<file path="src/rtl/tower_game_pkg.sv">
// Shared constants and the scheduler state encoding for the falling-tower game.
package tower_game_pkg;
  localparam int SCREEN_W = 640;
  localparam int SCREEN_H = 480;
  localparam int TOWER_W  = 28;
  localparam int TOWER_H  = 58;

  typedef enum logic [2:0] {
    IDLE      = 3'd0,
    RUN       = 3'd1,
    PAUSED    = 3'd2,
    FREEZE    = 3'd3,
    GAME_OVER = 3'd4
  } sched_state_t;
endpackage

</file>
<file path="src/rtl/spawn_lfsr11.sv">
// 11-bit Fibonacci LFSR (x^11 + x^9 + 1, period 2047); steps once per clk while en is high.
module spawn_lfsr11 #(
  parameter logic [10:0] SEED = 11'h5A5
) (
  input  logic        clk,
  input  logic        resetN,
  input  logic        en,
  output logic [10:0] state,
  output logic [10:0] step_value
);
  logic [10:0] lfsr_q;
  logic [10:0] lfsr_d;
  logic [10:0] lfsr_step;

  // step_value is the value the register takes on the next enabled edge.
  always_comb begin
    lfsr_step = {lfsr_q[9:0], lfsr_q[10] ^ lfsr_q[8]};
    lfsr_d    = en ? lfsr_step : lfsr_q;
  end

  always_ff @(posedge clk or negedge resetN) begin
    if (!resetN) lfsr_q <= SEED;
    else         lfsr_q <= lfsr_d;
  end

  assign state      = lfsr_q;
  assign step_value = lfsr_step;
endmodule

</file>
<file path="src/rtl/tower_spawn_scheduler.sv">
// Game-flow scheduler for the falling tower: run/pause/game-over sequencing, level ramp and
// spawn X. Define TOWER_SCHED_HITFREEZE_EN to add the post-hit FREEZE state.
module tower_spawn_scheduler
  import tower_game_pkg::*;
#(
  parameter int          LEVEL_FRAMES  = 600,
  parameter int          BASE_TREES    = 1,
  parameter int          MAX_TREES     = 15,
  parameter int          MAX_LEVEL     = 7,
  parameter int          START_LIVES   = 3,
`ifdef TOWER_SCHED_HITFREEZE_EN
  parameter int          FREEZE_FRAMES = 60,
`endif
  parameter int          SPAWN_X_MAX   = SCREEN_W - TOWER_W,
  parameter logic [10:0] LFSR_SEED     = 11'h5A5
) (
  input  logic               clk,
  input  logic               resetN,
  input  logic               startOfFrame,
  input  logic               startGame,
  input  logic               pauseReq,
  input  logic               playerHit,
  output logic signed [10:0] spawnX,
  output logic [3:0]         curTreeCount,
  output logic               pause,
  output logic [2:0]         level,
  output logic [1:0]         lives,
  output logic               gameOver,
  output sched_state_t       state_dbg
);
  localparam int FRAME_W = (LEVEL_FRAMES > 1) ? $clog2(LEVEL_FRAMES) : 1;
  localparam logic [FRAME_W-1:0] LAST_FRAME = FRAME_W'(LEVEL_FRAMES - 1);
  localparam logic [2:0]         LEVEL_TOP  = 3'(MAX_LEVEL);
  localparam logic [1:0]         LIVES_INIT = 2'(START_LIVES);
  localparam logic [3:0]         TREES_BASE = 4'(BASE_TREES);
  localparam logic [3:0]         TREES_MAX  = 4'(MAX_TREES);
  localparam logic [9:0]         SPAWN_LIM  = 10'(SPAWN_X_MAX);
`ifdef TOWER_SCHED_HITFREEZE_EN
  localparam int               FRZ_W    = $clog2(FREEZE_FRAMES + 1);
  localparam logic [FRZ_W-1:0] FRZ_INIT = FRZ_W'(FREEZE_FRAMES);
`endif

  function automatic logic [3:0] tree_count(input logic [2:0] lvl);
    logic [4:0] sum;
    sum = {1'b0, TREES_BASE} + {2'b00, lvl};
    return (sum > {1'b0, TREES_MAX}) ? TREES_MAX : sum[3:0];
  endfunction

  sched_state_t        state_q, state_d;
  logic [2:0]          level_q, level_d;
  logic [1:0]          lives_q, lives_d;
  logic [3:0]          tree_q, tree_d;
  logic [FRAME_W-1:0]  frame_cnt_q, frame_cnt_d;
  logic [10:0]         spawn_x_q, spawn_x_d;
  logic                pause_q, pause_d;
  logic                game_over_q, game_over_d;
`ifdef TOWER_SCHED_HITFREEZE_EN
  logic [FRZ_W-1:0]    freeze_cnt_q, freeze_cnt_d;
`endif
  logic                frame_apply;
  logic [10:0]         lfsr_state;
  logic [10:0]         lfsr_step;
  logic                unused_lfsr;

  spawn_lfsr11 #(.SEED(LFSR_SEED)) u_lfsr (
    .clk        (clk),
    .resetN     (resetN),
    .en         (frame_apply),
    .state      (lfsr_state),
    .step_value (lfsr_step)
  );

  assign unused_lfsr = ^{lfsr_state, lfsr_step[10]};

  // Event priority: startGame, playerHit, pauseReq, then frame bookkeeping.
  // A frame is only counted when the cycle ends in RUN and no hit was taken.
  always_comb begin
    state_d     = state_q;
    level_d     = level_q;
    lives_d     = lives_q;
    frame_cnt_d = frame_cnt_q;
    spawn_x_d   = spawn_x_q;
    frame_apply = 1'b0;
`ifdef TOWER_SCHED_HITFREEZE_EN
    freeze_cnt_d = freeze_cnt_q;
`endif
    if (startGame) begin
      state_d     = RUN;
      level_d     = '0;
      lives_d     = LIVES_INIT;
      frame_cnt_d = '0;
      frame_apply = startOfFrame;
    end else begin
      case (state_q)
        RUN: begin
          if (playerHit) begin
            if (lives_q <= 2'd1) begin
              lives_d = '0;
              state_d = GAME_OVER;
            end else begin
              lives_d = lives_q - 2'd1;
`ifdef TOWER_SCHED_HITFREEZE_EN
              state_d      = FREEZE;
              freeze_cnt_d = FRZ_INIT;
`endif
            end
          end else if (pauseReq) begin
            state_d = PAUSED;
          end else begin
            frame_apply = startOfFrame;
          end
        end
        PAUSED: begin
          if (pauseReq) begin
            state_d     = RUN;
            frame_apply = startOfFrame;
          end
        end
`ifdef TOWER_SCHED_HITFREEZE_EN
        FREEZE: begin
          if (startOfFrame) begin
            if (freeze_cnt_q <= FRZ_W'(1)) begin
              freeze_cnt_d = '0;
              state_d      = RUN;
            end else begin
              freeze_cnt_d = freeze_cnt_q - FRZ_W'(1);
            end
          end
        end
`endif
        default: ;
      endcase
    end

    if (frame_apply) begin
      spawn_x_d = {1'b0, (lfsr_step[9:0] >= SPAWN_LIM) ? (lfsr_step[9:0] - SPAWN_LIM)
                                                        : lfsr_step[9:0]};
      if (frame_cnt_d == LAST_FRAME) begin
        frame_cnt_d = '0;
        if (level_d != LEVEL_TOP) level_d = level_d + 3'd1;
      end else begin
        frame_cnt_d = frame_cnt_d + FRAME_W'(1);
      end
    end

    tree_d      = tree_count(level_d);
    pause_d     = (state_d != RUN);
    game_over_d = (state_d == GAME_OVER);
  end

  always_ff @(posedge clk or negedge resetN) begin
    if (!resetN) begin
      state_q      <= IDLE;
      level_q      <= '0;
      lives_q      <= LIVES_INIT;
      tree_q       <= TREES_BASE;
      frame_cnt_q  <= '0;
      spawn_x_q    <= '0;
      pause_q      <= 1'b1;
      game_over_q  <= 1'b0;
`ifdef TOWER_SCHED_HITFREEZE_EN
      freeze_cnt_q <= '0;
`endif
    end else begin
      state_q      <= state_d;
      level_q      <= level_d;
      lives_q      <= lives_d;
      tree_q       <= tree_d;
      frame_cnt_q  <= frame_cnt_d;
      spawn_x_q    <= spawn_x_d;
      pause_q      <= pause_d;
      game_over_q  <= game_over_d;
`ifdef TOWER_SCHED_HITFREEZE_EN
      freeze_cnt_q <= freeze_cnt_d;
`endif
    end
  end

  assign spawnX       = spawn_x_q;
  assign curTreeCount = tree_q;
  assign pause        = pause_q;
  assign level        = level_q;
  assign lives        = lives_q;
  assign gameOver     = game_over_q;
  assign state_dbg    = state_q;
endmodule

</file>
<file path="config.mk">
export PLATFORM = sky130hd
export DESIGN_NAME = tower_spawn_scheduler
export DESIGN_NICKNAME = d
export VERILOG_FILES = /design/src/rtl/tower_game_pkg.sv /design/src/rtl/spawn_lfsr11.sv /design/src/rtl/tower_spawn_scheduler.sv
export SDC_FILE = /design/constraint.sdc
export NUM_CORES = 1
export LEC_CHECK = 0
export BUFFER_PORTS_ARGS = -buffer_cell sky130_fd_sc_hd__buf_2
export CAP_MARGIN = 0
export CORE_MARGIN = 2
export CORE_UTILIZATION = 50
export DETAILED_ROUTE_END_ITERATION = 10
export PLACE_DENSITY_LB_ADDON = 0.1
export SYNTH_ARGS = -nofsm -noshare
export SYNTH_HDL_FRONTEND = slang
export SYNTH_SLANG_ARGS = --single-unit
</file>
<file path="constraint.sdc">
create_clock -name clk -period 5.3 [get_ports clk]
set_input_delay 0.53 -clock clk [delete_from_list [all_inputs] [get_ports clk]]
set_output_delay 0.53 -clock clk [all_outputs]
set_load 0.02 [all_outputs]
</file>
Yosys cells after proc, flatten, opt, wreduce, memory -nomap -nowiden --
Index checks and enable logic that the tools add are counted.
Storage, ports and cells: ROM bits 0, bits of input ports 6, latch bits 0, memories kept 0, output and inout port bits 25, memory bits (writable) 0, register bits 45, logic and storage cells 51
Cells by class: reduce and logical (&&, ||, !) cells 3, $mul 0, muxes and demuxes 24, equality and inequality tests 6, magnitude comparators 3, add/sub/neg operators 5, divide/modulo/power cells 0, bitwise gates (word level) 1, shifts and indexed selects 0
Operator list (count):
- $mux 10 | 4
- $mux 3 | 9
- $add 10x1->10 const B | 1
- $eq 10x10->1 const B | 1
- $ge 10x10->1 const B | 1
- $sub 10x10->10 const B | 1
- $mux 2 | 4
- $pmux 3 s2 | 1
- $add 1x3->4 const A | 1
- $gt 4x4->1 const B | 1
- $mux 1 | 4
- $mux 4 | 1
- $reduce_bool 2->1 | 2
- $add 3x1->3 const B | 1
- $eq 3x1->1 const B | 1
- $eq 3x2->1 const B | 1
- $eq 3x3->1 const B | 1
- $ne 3x1->1 const B | 1
- $ne 3x3->1 const B | 1
- $le 2x1->1 const B | 1
- $pmux 1 s2 | 1
- $reduce_and 2->1 | 1
- $sub 2x1->2 const B | 1
- $xor 1x1->1 | 1

Depth between registers and ports, before layout --
depth in word-level cells 8, depth in mapped cells 10

By module --
Synthesis repeated with hierarchy kept, for this count alone.
Unflattened totals: cell total of the unflattened synthesis 221, area, all modules 2341.0 um2
By module, submodules not included:
- tower_spawn_scheduler | cells each 187, area an instance 1801.7 um2, times used 1, seq. area each 855.8 um2
- spawn_lfsr11 | cells each 34, area an instance 539.3 um2, times used 1, seq. area each 282.8 um2

Worst setup path after synthesis --
OpenSTA, ideal clock, no wires.
kind input-to-reg, start input port startGame, end register tree_q[2] (netlist: curTreeCount[2]), path slack 2.672 ns, stages on the path 10, arrival 2.502 ns, setup time 0.126 ns, required time 5.174 ns, cell sequence clkbuf_1 > clkbuf_1 > nor2b_1 > ha_1 > and3_1 > nand4_1 > or3_1 > xnor2_1 > ha_1 > xnor2_1
Between the ends: cells in the longest elaborated chain, start to end 8
RTL lines:
- start, declared | RTL line tower_spawn_scheduler.sv:20 | input logic startGame,
- $mux 3 | RTL line tower_spawn_scheduler.sv:87 | if (startGame) begin
- $add 3x1->3 or $ne 3x3->1 (tied branches) | RTL line tower_spawn_scheduler.sv:140 | if (level_d != LEVEL_TOP) level_d = level_d + 3'd1;
- $mux 3 | RTL line tower_spawn_scheduler.sv:140
- $mux 3 | RTL line tower_spawn_scheduler.sv:138 | if (frame_cnt_d == LAST_FRAME) begin
- $mux 3 (*) | RTL line tower_spawn_scheduler.sv:135 | if (frame_apply) begin
- via level_d[0] | RTL line tower_spawn_scheduler.sv:50 | logic [2:0] level_q, level_d;
- $add 1x3->4 (*) | RTL line tower_spawn_scheduler.sv:45 | sum = {1'b0, TREES_BASE} + {2'b00, lvl};
- $gt 4x4->1 | RTL line tower_spawn_scheduler.sv:46 | return (sum > {1'b0, TREES_MAX}) ? TREES_MAX : sum[3:0];
- $mux 4 (*) | RTL line tower_spawn_scheduler.sv:46
- via tree_d[2] | RTL line tower_spawn_scheduler.sv:52 | logic [3:0] tree_q, tree_d;
- end signal, assigned | RTL line tower_spawn_scheduler.sv:168 | tree_q <= tree_d;
- end, declared | RTL line tower_spawn_scheduler.sv:52
Mark *: on every way through the listed nets, which the timed path passes. The rest lies on a longest branch. A chain may end at the register's enable or synchronous reset.

Worst setup path in the final report --
start register state_q[1] (netlist: state_dbg[1]), end register tree_q[2] (netlist: curTreeCount[2])
Between the ends: cells in the longest elaborated chain, start to end 7
RTL lines:
- start, declared | RTL line tower_spawn_scheduler.sv:49 | sched_state_t state_q, state_d;
- start signal, assigned | RTL line tower_spawn_scheduler.sv:165 | state_q <= state_d;
- $eq 3x2->1 or $eq 3x1->1 (tied branches) | RTL line tower_spawn_scheduler.sv:94 | case (state_q)
- $pmux 1 s2 (*) | RTL line tower_spawn_scheduler.sv:94
- $mux 1 (*) | RTL line tower_spawn_scheduler.sv:87
- $mux 3 (*) | RTL line tower_spawn_scheduler.sv:135
- via level_d[1] | RTL line tower_spawn_scheduler.sv:50
- $add 1x3->4 (*) | RTL line tower_spawn_scheduler.sv:45
- $gt 4x4->1 | RTL line tower_spawn_scheduler.sv:46
- $mux 4 (*) | RTL line tower_spawn_scheduler.sv:46
- via tree_d[2] | RTL line tower_spawn_scheduler.sv:52
Marks and branches as above.

==> reports/metrics.cfg <==
[sta]
timing.setup.tns_ns=0
setup-violations-final=0
max_slew_margin_pct=35.2
fin_skew_ns=0.0125
hold_ws_ns=0.384
rsz0062_at_grt=no
min_period_ns=2.68
fin_crit_sh_pct=50.5
worst_slack_ns=2.62
worst_pin_slew_ns=0.972
max_freq_ghz=0.374
finalHoldViolCount=0
report.final.slew_viol_count=0

[setup_path]
path_cells=or4b_4 > a211oi_2 > nand3_1 > o2bb2ai_1 > ha_1 > xnor2_1
slowest_stage=a211oi_2
crit_type=flip-flop to flip-flop
cpPeakStageDelay_ns=0.76
ff2ff_setup_slack_ns=2.62
worstPathRequired_ns=5.52
endpoint_kind=flip-flop
start_kind=flip-flop
reg2reg_depth=6
crit_fanout=13
arrival_ns=2.89
crit-reg2reg-capture=curTreeCount[2]
crit_end=curTreeCount[2]
cp-startpoint=state_dbg[1]
regToRegStartpoint=state_dbg[1]

[global_routing]
grt_start_max_net_pins=45
grtUsageTotal_pct=20.4
antenna_found_initial=0
grt_pass1_wl_microns=8290
first_global_vias=1769
grt_overflow=0

[power]
total_power_mw=0.984
clkPwrFrac_pct=20.5
power_density_nw_per_um2=393
power_frac_comb_pct=29.0
p_seq_share_pct=50.5
p_leak_nw=1.10
intPower_mw=0.642
p_sw_share_pct=34.8
peakVddDrop_v=0.000257
p_switching_mw=0.342

[cells_and_area]
final_nets=258
multi_input_area_sq_um=1060
area_growth_pct=11.2
diodes=0
ff_latch_area_sq_um=1110
drive_above_1_share_pct=21.8
n_fill_cell=405

[clock_tree]
clk_latency_ns=0.30
htreeDepth=2
post_cts_resized=0
cts_buffer_depth=2
cts_tree=built
cts_inserted_buffers=5
cts_hold_buffers=0
root_buffer=clkbuf_8
post_cts_buffers=0
clk_pin_slew_ns=0.08
cts_num_sinks=44

[floorplanning]
die_x_microns=71.1
die-area_sq_um=5060
die_h_microns=71.1
start_util_pct=51.8
io-pin-count=31
rows=24
core_sq_um=4350

[synthesis]
yosys.area.top_type=dfrtp_1
synth_cell_types=57
syn_avg_cell_area_sq_um=10.3
async_reset_ff_share_pct=100
syn_nets=230
synth_flop_cell=dfrtp_1
synth-seq-cells=44
synth_top_area_share_pct=37.8
synth_cells=219
synth_edf_count=0
synth_seq_area_share_pct=49.4
synth_area_leaders=dfrtp_1 (38%), dfstp_2 (12%), o21ai_0 (4.2%)
yosys_warnings=0
synth_area_sq_um=2250

[run_status]
outcome=finished clean

[min_path]
min_path_type=input pin to async pin

[route]
drt_iter0_markers=119
wirelength_microns=4680
avgViaCountPerCell=6.02
dr.pass1.iters=4
route.vias.total=1807
ant_nets=0
drc_errors=0
post_drt_wl_per_cell_microns=15.6

[placement]
dp_hpwl_microns=3260
place_congestion=0.799
port_buffers=29
dp_slack_ns=2.42

[run]
maxCapViolCount=0

==> final cells by class <==
type | instances | share of cell area [%]
repair buffers | 29 | 5.79
multi-input cells | 156 | 42.3
inverters | 11 | 1.65
well taps | 52 | 2.60
clock buffers | 8 | 3.20
flip-flops and latches | 44 | 44.5
==> cell usage in the layout (no fill, tap or decap), drive strengths merged, types with 2 or more instances in the layout <==
master and count:
dfrtp 34, buf 29, o21ai 22, inv 11, nand3 10, dfstp 10, nor2b 9, nor2 9
nand2 9, nor3 9, clkbuf 8, xnor2 7, mux2 7, a31oi 6, ha 5, a211o 4
or3 4, a21oi 4, nand3b 3, nand4 3, or4 3, nand2b 3, and3 2, nand4b 2
a2111oi 2, a22oi 2, mux2i 2, o2bb2ai 2, o21a 2, or4b 2, a211oi 2
==> state kept, by name (all words and copies together), names as in the netlist <==
register      count
lives             2
frame_cnt_q      10
gameOver          1
pause             1
level             3
curTreeCount      4
u_lfsr.state     11
spawnX            9
state_dbg         3
==> per-layer routing <==
| metal | share of wire (%) | wire, microns | global-route usage (%) |
|---|---|---|---|
| met3 | 3.6 | 168 | 4.42 |
| met4 | 1.2 | 55 | 6.08 |
| met5 | 0 | 0 | 0 |
| met2 | 48 | 2240 | 32.9 |
| met1 | 47 | 2220 | 27.9 |
==> worst max-delay path, delay by kind of cell, from the launching register on <==
kind                       cells  cell delay [ns]
and+or+nand+nor                2             0.81
xor gates and xnor gates       1             0.11
AOI/OAI and AO/OA              2             1.04
DFF                            1             0.44
adders and majority gates      1             0.21
==> how the worst min path moves through the flow <==
stage	to	from	slack, ns	depth (start not counted)
finish	frame_cnt_q[5]	resetN	0.38	1
floorplan	curTreeCount[1]	resetN	0.23	0
CTS	frame_cnt_q[5]	resetN	0.42	1
global placement	spawnX[0]	spawnX[0]	0.47	1
global route	frame_cnt_q[5]	resetN	0.47	1
detailed placement	spawnX[0]	spawnX[0]	0.48	1
==> power groups by stage <==
stage | clock network, mW | registers, mW | logic, mW
final | 0.202 | 0.497 | 0.285
after global routing | 0.220 | 0.514 | 0.322
after floorplan | 0 | 0.528 | 0.173
after CTS | 0.210 | 0.497 | 0.288
after detailed placement | 0 | 0.503 | 0.287
after global placement | 0 | 0.504 | 0.283
==> cell usage after synthesis (2+ instances only) <==
library cell	number
buf_4	2
and3_1	2
a22oi_1	2
mux2_2	5
o21ai_1	3
inv_1	11
nand3b_1	3
mux2i_1	2
o21a_1	2
nor2b_1	9
ha_1	5
o21ai_0	19
a21oi_1	4
a31oi_1	6
nor2_1	9
a2111oi_0	2
dfrtp_1	34
clkbuf_1	5
or3_1	4
nand4_1	3
mux2_1	2
dfstp_2	10
nand2_1	9
or4_1	3
nand4b_1	2
xnor2_1	7
o2bb2ai_1	2
nand2b_1	3
nor3_1	9
a211o_1	4
nand3_1	10
==> kinds of logic (layout without fill, tap and decap cells) <==
kind of cell	after synthesis	after routing	synth area share [%]
AND/OR/NAND/NOR	74	74	18.9
AO/OA/AOI/OAI	59	59	17.7
flip-flops	44	44	49.4
buffers and inverters	19	48	3.55
multiplexers	9	9	4.39
XOR/XNOR	8	8	3.11
adder cells (fa/ha/maj)	5	5	2.78
other	1	1	0.166
==> per-stage QoR <==
step	instances	util, %	cell area [sq um]
2_1_floorplan	219	-	2250
6_report	300	57.5	2500
5_1_grt	300	57.5	2500
4_1_cts	300	57.5	2500
3_5_place_dp	292	55.7	2420
3_3_place_gp	292	55.7	2420
Power figures use the tool's default switching activity.
